### config.mk
export PLATFORM = sky130hd
export DESIGN_NAME = fb_write_arbiter_flat
export DESIGN_NICKNAME = d
export VERILOG_FILES = /design/src/rtl/fb_write_arbiter_pkg.sv /design/src/rtl/fb_write_arbiter_if.sv /design/src/rtl/fb_clear_sweep.sv /design/src/rtl/fb_write_arbiter.sv /design/src/flat_wrapper.sv
export SDC_FILE = /design/constraint.sdc
export NUM_CORES = 1
export LEC_CHECK = 0
export BUFFER_PORTS_ARGS = -buffer_cell sky130_fd_sc_hd__clkbuf_2
export CORE_ASPECT_RATIO = 1.25
export CORE_UTILIZATION = 30
export CTS_BUF_LIST = sky130_fd_sc_hd__clkbuf_8
export DETAILED_ROUTE_END_ITERATION = 16
export GPL_TIMING_DRIVEN = 0
export PLACE_DENSITY = 0.52
export SLEW_MARGIN = 20
export SYNTH_ARGS = -nofsm -noshare
export SYNTH_HDL_FRONTEND = slang
export SYNTH_SLANG_ARGS = --single-unit
### constraint.sdc
create_clock -name clk -period 4.8 [get_ports clk]
set_input_delay 0.96 -clock clk [delete_from_list [all_inputs] [get_ports clk]]
set_output_delay 0.96 -clock clk [all_outputs]
set_load 0.05 [all_outputs]
### src/rtl/fb_write_arbiter_pkg.sv
// Shared mode codes, sweep FSM states and size defaults for the frame-buffer write arbiter.
// The mode encoding mirrors the st top-state codes.
package fb_write_arbiter_pkg;

    localparam int              FB_ADDR_W        = 10;
    localparam int              FB_NUM_PIX       = 1024;
    localparam int              FB_DATA_W        = 3;
    localparam logic [2:0]      FB_DEFAULT_COLOR = 3'b111;

    typedef enum logic [2:0] {
        ST_RST   = 3'd0,
        ST_SLEEP = 3'd1,
        ST_LIGHT = 3'd2,
        ST_DRAW  = 3'd3,
        ST_WRITE = 3'd4,
        ST_COLOR = 3'd5,
        ST_ERASE = 3'd6,
        ST_STOP  = 3'd7
    } st_mode_e;

    typedef enum logic {
        SW_IDLE = 1'b0,
        SW_RUN  = 1'b1
    } sweep_state_e;

    function automatic logic is_pen_mode(input logic [2:0] mode);
        return (mode == ST_DRAW) || (mode == ST_WRITE) || (mode == ST_COLOR);
    endfunction

endpackage

### src/rtl/fb_write_arbiter_if.sv
// Request/grant and frame-buffer write bundle between the pen/eraser front-ends and the arbiter.
// The master side drives requests; the slave side (the arbiter) drives grants and the write port.
interface fb_write_arbiter_if
    import fb_write_arbiter_pkg::*;
#(
    parameter int ADDR_W = FB_ADDR_W,
    parameter int DATA_W = FB_DATA_W
);

    logic              pen_req;
    logic [ADDR_W-1:0] pen_addr;
    logic [DATA_W-1:0] pen_data;
    logic              pen_gnt;
    logic              erase_req;
    logic [ADDR_W-1:0] erase_addr;
    logic              erase_gnt;
    logic              fb_we;
    logic [ADDR_W-1:0] fb_addr;
    logic [DATA_W-1:0] fb_wdata;
    logic              clr_busy;
    logic [DATA_W-1:0] color;

    modport master (
        output pen_req, pen_addr, pen_data, erase_req, erase_addr,
        input  pen_gnt, erase_gnt, fb_we, fb_addr, fb_wdata, clr_busy, color
    );

    modport slave (
        input  pen_req, pen_addr, pen_data, erase_req, erase_addr,
        output pen_gnt, erase_gnt, fb_we, fb_addr, fb_wdata, clr_busy, color
    );

endinterface

### src/rtl/fb_clear_sweep.sv
// Clear sweep engine: issues one zero-write address per cycle from 0 to NUM_PIX-1.
// A start while running rewinds to address 0; abort stops it and suppresses the current issue.
module fb_clear_sweep
    import fb_write_arbiter_pkg::*;
#(
    parameter int ADDR_W  = FB_ADDR_W,
    parameter int NUM_PIX = FB_NUM_PIX
) (
    input  logic              clk,
    input  logic              rst,
    input  logic              start,
    input  logic              abort,
    output logic              busy,
    output logic [ADDR_W-1:0] addr,
    output logic              we
);

    localparam logic [ADDR_W-1:0] LAST_ADDR = ADDR_W'(NUM_PIX - 1);

    sweep_state_e      state_q, state_d;
    logic [ADDR_W-1:0] cnt_q, cnt_d;

    always_ff @(posedge clk or negedge rst) begin
        if (!rst) begin
            state_q <= SW_IDLE;
            cnt_q   <= '0;
        end else begin
            // NOTE: state registers use non-blocking assignments so every flop samples pre-edge values.
            state_q <= state_d;
            cnt_q   <= cnt_d;
        end
    end

    always_comb begin
        // NOTE: defaults first, so no path through this block can leave a signal unassigned and infer a latch.
        state_d = state_q;
        cnt_d   = cnt_q;
        if (abort) begin
            state_d = SW_IDLE;
            cnt_d   = '0;
        end else if (start) begin
            state_d = SW_RUN;
            cnt_d   = '0;
        end else if (state_q == SW_RUN) begin
            if (cnt_q == LAST_ADDR) begin
                state_d = SW_IDLE;
                cnt_d   = '0;
            end else begin
                cnt_d = cnt_q + 1'b1;
            end
        end
    end

    assign busy = (state_q == SW_RUN);
    assign addr = cnt_q;
    assign we   = busy && !abort;

endmodule

### src/rtl/fb_write_arbiter.sv
// Shares the frame-buffer write port between clear sweep, eraser and pen, gated by the st mode.
// Also holds the current pen colour, loaded by pen transfers in COLOR mode.
module fb_write_arbiter
    import fb_write_arbiter_pkg::*;
#(
    parameter int               ADDR_W        = FB_ADDR_W,
    parameter int               NUM_PIX       = FB_NUM_PIX,
    parameter int               DATA_W        = FB_DATA_W,
    parameter logic [DATA_W-1:0] DEFAULT_COLOR = FB_DEFAULT_COLOR
) (
    input  logic               clk,
    input  logic               rst,
    input  logic [2:0]         state,
    input  logic [2:0]         state_deep,
    fb_write_arbiter_if.slave  bus
);

    logic [2:0]        prev_state;
    logic              sweep_start;
    logic              sweep_abort;
    logic              sweep_busy;
    logic              sweep_we;
    logic [ADDR_W-1:0] sweep_addr;
    logic              pen_write;
    logic              color_load;
    logic              unused_state_deep;

    assign unused_state_deep = ^state_deep;

    assign sweep_start = (state == ST_RST) && (prev_state != ST_RST);
    assign sweep_abort = (state == ST_STOP);

    fb_clear_sweep #(
        .ADDR_W  (ADDR_W),
        .NUM_PIX (NUM_PIX)
    ) u_sweep (
        .clk   (clk),
        .rst   (rst),
        .start (sweep_start),
        .abort (sweep_abort),
        .busy  (sweep_busy),
        .addr  (sweep_addr),
        .we    (sweep_we)
    );

    // Eraser and pen modes are disjoint, so the two grants can never both be high.
    assign bus.erase_gnt = !sweep_busy && (state == ST_ERASE) && bus.erase_req;
    assign bus.pen_gnt   = !sweep_busy && is_pen_mode(state) && bus.pen_req && !bus.erase_gnt;
    assign bus.clr_busy  = sweep_busy;

    assign color_load = bus.pen_gnt && (state == ST_COLOR);
    assign pen_write  = bus.pen_gnt && (state != ST_COLOR);

    always_ff @(posedge clk or negedge rst) begin
        if (!rst) begin
            prev_state   <= ST_STOP;
            bus.color    <= DEFAULT_COLOR;
            bus.fb_we    <= 1'b0;
            bus.fb_addr  <= '0;
            bus.fb_wdata <= '0;
        end else begin
            prev_state <= state;
            if (color_load) begin
                bus.color <= bus.pen_data;
            end
            if (sweep_we) begin
                bus.fb_we    <= 1'b1;
                bus.fb_addr  <= sweep_addr;
                bus.fb_wdata <= '0;
            end else if (bus.erase_gnt) begin
                bus.fb_we    <= 1'b1;
                bus.fb_addr  <= bus.erase_addr;
                bus.fb_wdata <= '0;
            end else if (pen_write) begin
                bus.fb_we    <= 1'b1;
                bus.fb_addr  <= bus.pen_addr;
                bus.fb_wdata <= bus.color;
            end else begin
                bus.fb_we <= 1'b0;
            end
        end
    end

endmodule

### src/flat_wrapper.sv
// flat-port wrapper written by rule: the top's interface ports become plain ports
module fb_write_arbiter_flat import fb_write_arbiter_pkg::*;
#(
    parameter int               ADDR_W        = FB_ADDR_W,
    parameter int               NUM_PIX       = FB_NUM_PIX,
    parameter int               DATA_W        = FB_DATA_W,
    parameter logic [DATA_W-1:0] DEFAULT_COLOR = FB_DEFAULT_COLOR
)
  (clk, rst, state, state_deep, bus_pen_req, bus_pen_addr, bus_pen_data, bus_erase_req, bus_erase_addr, bus_pen_gnt, bus_erase_gnt, bus_fb_we, bus_fb_addr, bus_fb_wdata, bus_clr_busy, bus_color);
  fb_write_arbiter_if #(.ADDR_W(ADDR_W), .DATA_W(DATA_W)) bus_i ();
  input  logic clk;
  input  logic rst;
  input  logic [2:0] state;
  input  logic [2:0] state_deep;
  input wire logic [$bits(bus_i.pen_req)-1:0] bus_pen_req;
  input wire logic [$bits(bus_i.pen_addr)-1:0] bus_pen_addr;
  input wire logic [$bits(bus_i.pen_data)-1:0] bus_pen_data;
  input wire logic [$bits(bus_i.erase_req)-1:0] bus_erase_req;
  input wire logic [$bits(bus_i.erase_addr)-1:0] bus_erase_addr;
  output wire logic [$bits(bus_i.pen_gnt)-1:0] bus_pen_gnt;
  output wire logic [$bits(bus_i.erase_gnt)-1:0] bus_erase_gnt;
  output wire logic [$bits(bus_i.fb_we)-1:0] bus_fb_we;
  output wire logic [$bits(bus_i.fb_addr)-1:0] bus_fb_addr;
  output wire logic [$bits(bus_i.fb_wdata)-1:0] bus_fb_wdata;
  output wire logic [$bits(bus_i.clr_busy)-1:0] bus_clr_busy;
  output wire logic [$bits(bus_i.color)-1:0] bus_color;
  assign bus_i.pen_req = bus_pen_req;
  assign bus_i.pen_addr = bus_pen_addr;
  assign bus_i.pen_data = bus_pen_data;
  assign bus_i.erase_req = bus_erase_req;
  assign bus_i.erase_addr = bus_erase_addr;
  assign bus_pen_gnt = bus_i.pen_gnt;
  assign bus_erase_gnt = bus_i.erase_gnt;
  assign bus_fb_we = bus_i.fb_we;
  assign bus_fb_addr = bus_i.fb_addr;
  assign bus_fb_wdata = bus_i.fb_wdata;
  assign bus_clr_busy = bus_i.clr_busy;
  assign bus_color = bus_i.color;
  fb_write_arbiter #(.ADDR_W(ADDR_W), .NUM_PIX(NUM_PIX), .DATA_W(DATA_W), .DEFAULT_COLOR(DEFAULT_COLOR)) u_core (.clk(clk), .rst(rst), .state(state), .state_deep(state_deep), .bus(bus_i));
endmodule
==> results by group <==
Outcome
  • Status: finished, final reports clean

Cells and area
  • Fillers: between 500 and 600
  • Area Overhead vs Synth: 25.0%
  • Final Util: 0.391
  • Final #Nets: 250
  • # diodes: 0
  • Share of layout cells above drive strength 1: 0.387

Logic synthesis
  • Seq/Total Area, Yosys: 0.460
  • Mapped Area: 1700 um^2
  • Syn Area/Cell: roughly 11 um^2
  • Syn Inst Count: 160
  • Synthesized net count: 194
  • #FFs+latches synth: 31
  • Ys Warns: 0
  • Synth unique cells: between 40 and 50

Floorplan
  • # IOs: 53
  • Full die area: roughly 6000 um^2
  • # rows: 30
  • Core Region: about 5400 um^2
  • Chip width: 69.4 um
  • Starting density of the core: 0.313
  • Die H: 86.2 um

Clocking
  • Post-CTS Setup Bufs: 0
  • CTS root buffer: clkbuf_8
  • Post-cts repair resize count: 0
  • CTS Hold Bufs: 0
  • Skew-Pair Late Insertion Delay: ~270 ps
  • H-tree depth: 2
  • Longest Clk Path Bufs: 2
  • TritonCTS clock tree: yes
  • Num CTS Buffers: 5
  • Clock transition at the registers of the reported paths: 60 ps
  • CTS sink cnt: 31

Critical path
  • CP arrival: between 1500 and 2000 ps
  • Slowest-stage cell, CP: clkbuf_2
  • CP max stage delay: 310 ps
  • Crit path launch type: input port
  • Critical path class: input port to output pin
  • Crit Path Max Fanout: 8
  • Nature of the critical path endpoint: output pin
  • Worst EP required: approximately 3800 ps
  • Critical Path Most Common Cell: clkbuf_2
  • CP cell instances: clkbuf_2, nand4b_1, nor2_1, clkbuf_2
  • R2R setup slack: 2870 ps

Pwr
  • Leakage: 0.986 nW
  • VDD IR max: ~0.00014 V
  • Pwr Density: roughly 460 nW/um^2

STA
  • Setup violators final: 0
  • Slew HR: 0.478
  • F_max: 0.358 GHz
  • Final TNS setup: 0 ps
  • Unrepaired setup endpoints after global routing: false
  • Clk_skew: 4.96 ps
  • Final Hold Viols: 0
  • Worst-Margin Slew: 782 ps
  • Fin Hold WS: 498 ps
  • Crit path time final: about 2800 ps
  • Max Slew Vio Count: 0
  • Period Utilization, post-route: 0.582

Route
  • Via density: between 5 and 6
  • Routed wire length per instance: 14.9 um
  • Post-Route WL: ~4200 um
  • DRT Pass-1 Iters: 4
  • Drc violations: 0
  • Initial drt markers: between 50 and 60
  • Final ANT Viol Nets: 0
  • DR vias: ~1400

Place
  • Gpl congestion: 0.789
  • Detailed placer's ending HPWL: between 3000 and 4000 um
  • Port Buf Inserts: 49

Global route
  • Largest net degree at the start of global routing: 32
  • Initial antenna violation count: 0
  • Vias in the first global route: 1413
  • GR Util All Layers: 0.149
  • First-pass GRT wire length: 6910 um
  • Grt ovf: 0

Min path
  • Min-delay worst type: flop to flop

Flow run
  • Max capacitance violation total: 0
[critical path, delay by kind of cell]
family | cells | cell delay [ps]
buf+inv | 2 | 470
simple gates | 2 | 400
[cell usage after synthesis (all sizes together)]
cell	n	area, um^2
dfrtp	25	626
mux2	14	180
o21ai	14	70.1
nor3	12	60.1
a31oi	10	62.6
nand3b	10	75.1
clkbuf	7	26.3
dfstp	6	158
a21o	4	30.0
a22o	4	35.0
and3	4	25.0
inv	4	15.0
nand3	4	20.0
nor2	4	15.0
buf	3	27.5
o31ai	3	22.5
or3	3	23.8
a21oi	2	21.3
nand2	2	7.51
nand4	2	12.5
nor3b	2	20.0
nor4b	2	17.5
o211ai	2	15.0
or3b	2	20.0
or4	2	15.0
xor2	2	17.5
a211o	1	8.76
a211oi	1	7.51
clkinv	1	3.75
ha	1	12.5
nand2b	1	6.26
nand4b	1	8.76
nor4	1	6.26
o21a	1	7.51
o22ai	1	6.26
o311ai	1	8.76
or2b	1	7.51
[final cells by class]
type                       instances  area (um^2)  area share
clock buffer                       7         96.3      0.0453
inverter                           5         18.8     0.00882
clock inverter                     1         3.75     0.00176
multi-input combinational        114          846       0.398
sequential                        31          783       0.368
buffer                            10         53.8      0.0253
tap                               64         80.1      0.0376
timing repair buffer              49          245       0.115
[flip-flops by register name, indices dropped and copies added, names as in the netlist]
name                 cells
u_core.bus.fb_wdata      3
u_core.bus.color         3
u_core.prev_state        3
u_core.u_sweep.busy      1
u_core.bus.fb_addr      10
u_core.u_sweep.addr     10
u_core.bus.fb_we         1
[metal layers]
| metal | share of wire | global-route usage | vias up |
|---|---|---|---|
| met3 | 0.039 | 0.0442 | 2 |
| met4 | 0.0050 | 0.0649 | 0 |
| met5 | 0 | 0 | - |
| li1 | - | - | 717 |
| met2 | 0.49 | 0.246 | 34 |
| met1 | 0.47 | 0.179 | 661 |
[placed cells by master, fill, tap and decap left out, types with 5 or more instances in the layout]
cell type / count
nor3_1: 12
dfstp_2: 6
o21ai_0: 14
dfrtp_1: 25
a31oi_1: 10
nand3b_1: 10
clkbuf_2: 49
clkbuf_1: 7
mux2_2: 8
inv_1: 5
mux2_4: 6
clkbuf_8: 7
[kinds of logic after synthesis]
group	synth area share
buffers and inverters	0.0426
adders and majority gates	0.00735
DFF	0.460
muxes	0.106
and+or+nand+nor	0.200
xor gates and xnor gates	0.0103
AOI/OAI and AO/OA	0.174
[worst paths after layout]
kind	startpoint	to	cells after the start
hold / removal	u_core.bus.fb_wdata[0]	u_core.bus.fb_wdata[0]	1
setup reg to reg	u_core.u_sweep.addr[1]	u_core.u_sweep.addr[0]	6
max in group asynchronous	rst	u_core.u_sweep.addr[7]	1
setup / recovery	state[2]	bus_erase_gnt	4
min in group asynchronous	rst	u_core.bus.fb_wdata[2]	1
hold reg to reg	u_core.bus.fb_wdata[0]	u_core.bus.fb_wdata[0]	1
[where the power goes]
group | total, mW | switching, mW | internal [mW]
combinational | 0.392 | 0.264 | 0.128
clock | 0.216 | 0.0878 | 0.128
sequential | 0.366 | 0.0430 | 0.323
total | 0.974 | 0.395 | 0.579
[through the flow]
stage               cells  setup slack [ps]  total power [mW]  cell area [um^2]
global placement      273              2020             0.763              2030
detailed placement    273              2000             0.766              2030
floorplan             160              1860             0.661              1700
finish                281              2010             0.974              2130
CTS                   281              2000             0.990              2130
global route          281              1940              1.03              2130
Power figures use the tool's default switching activity.
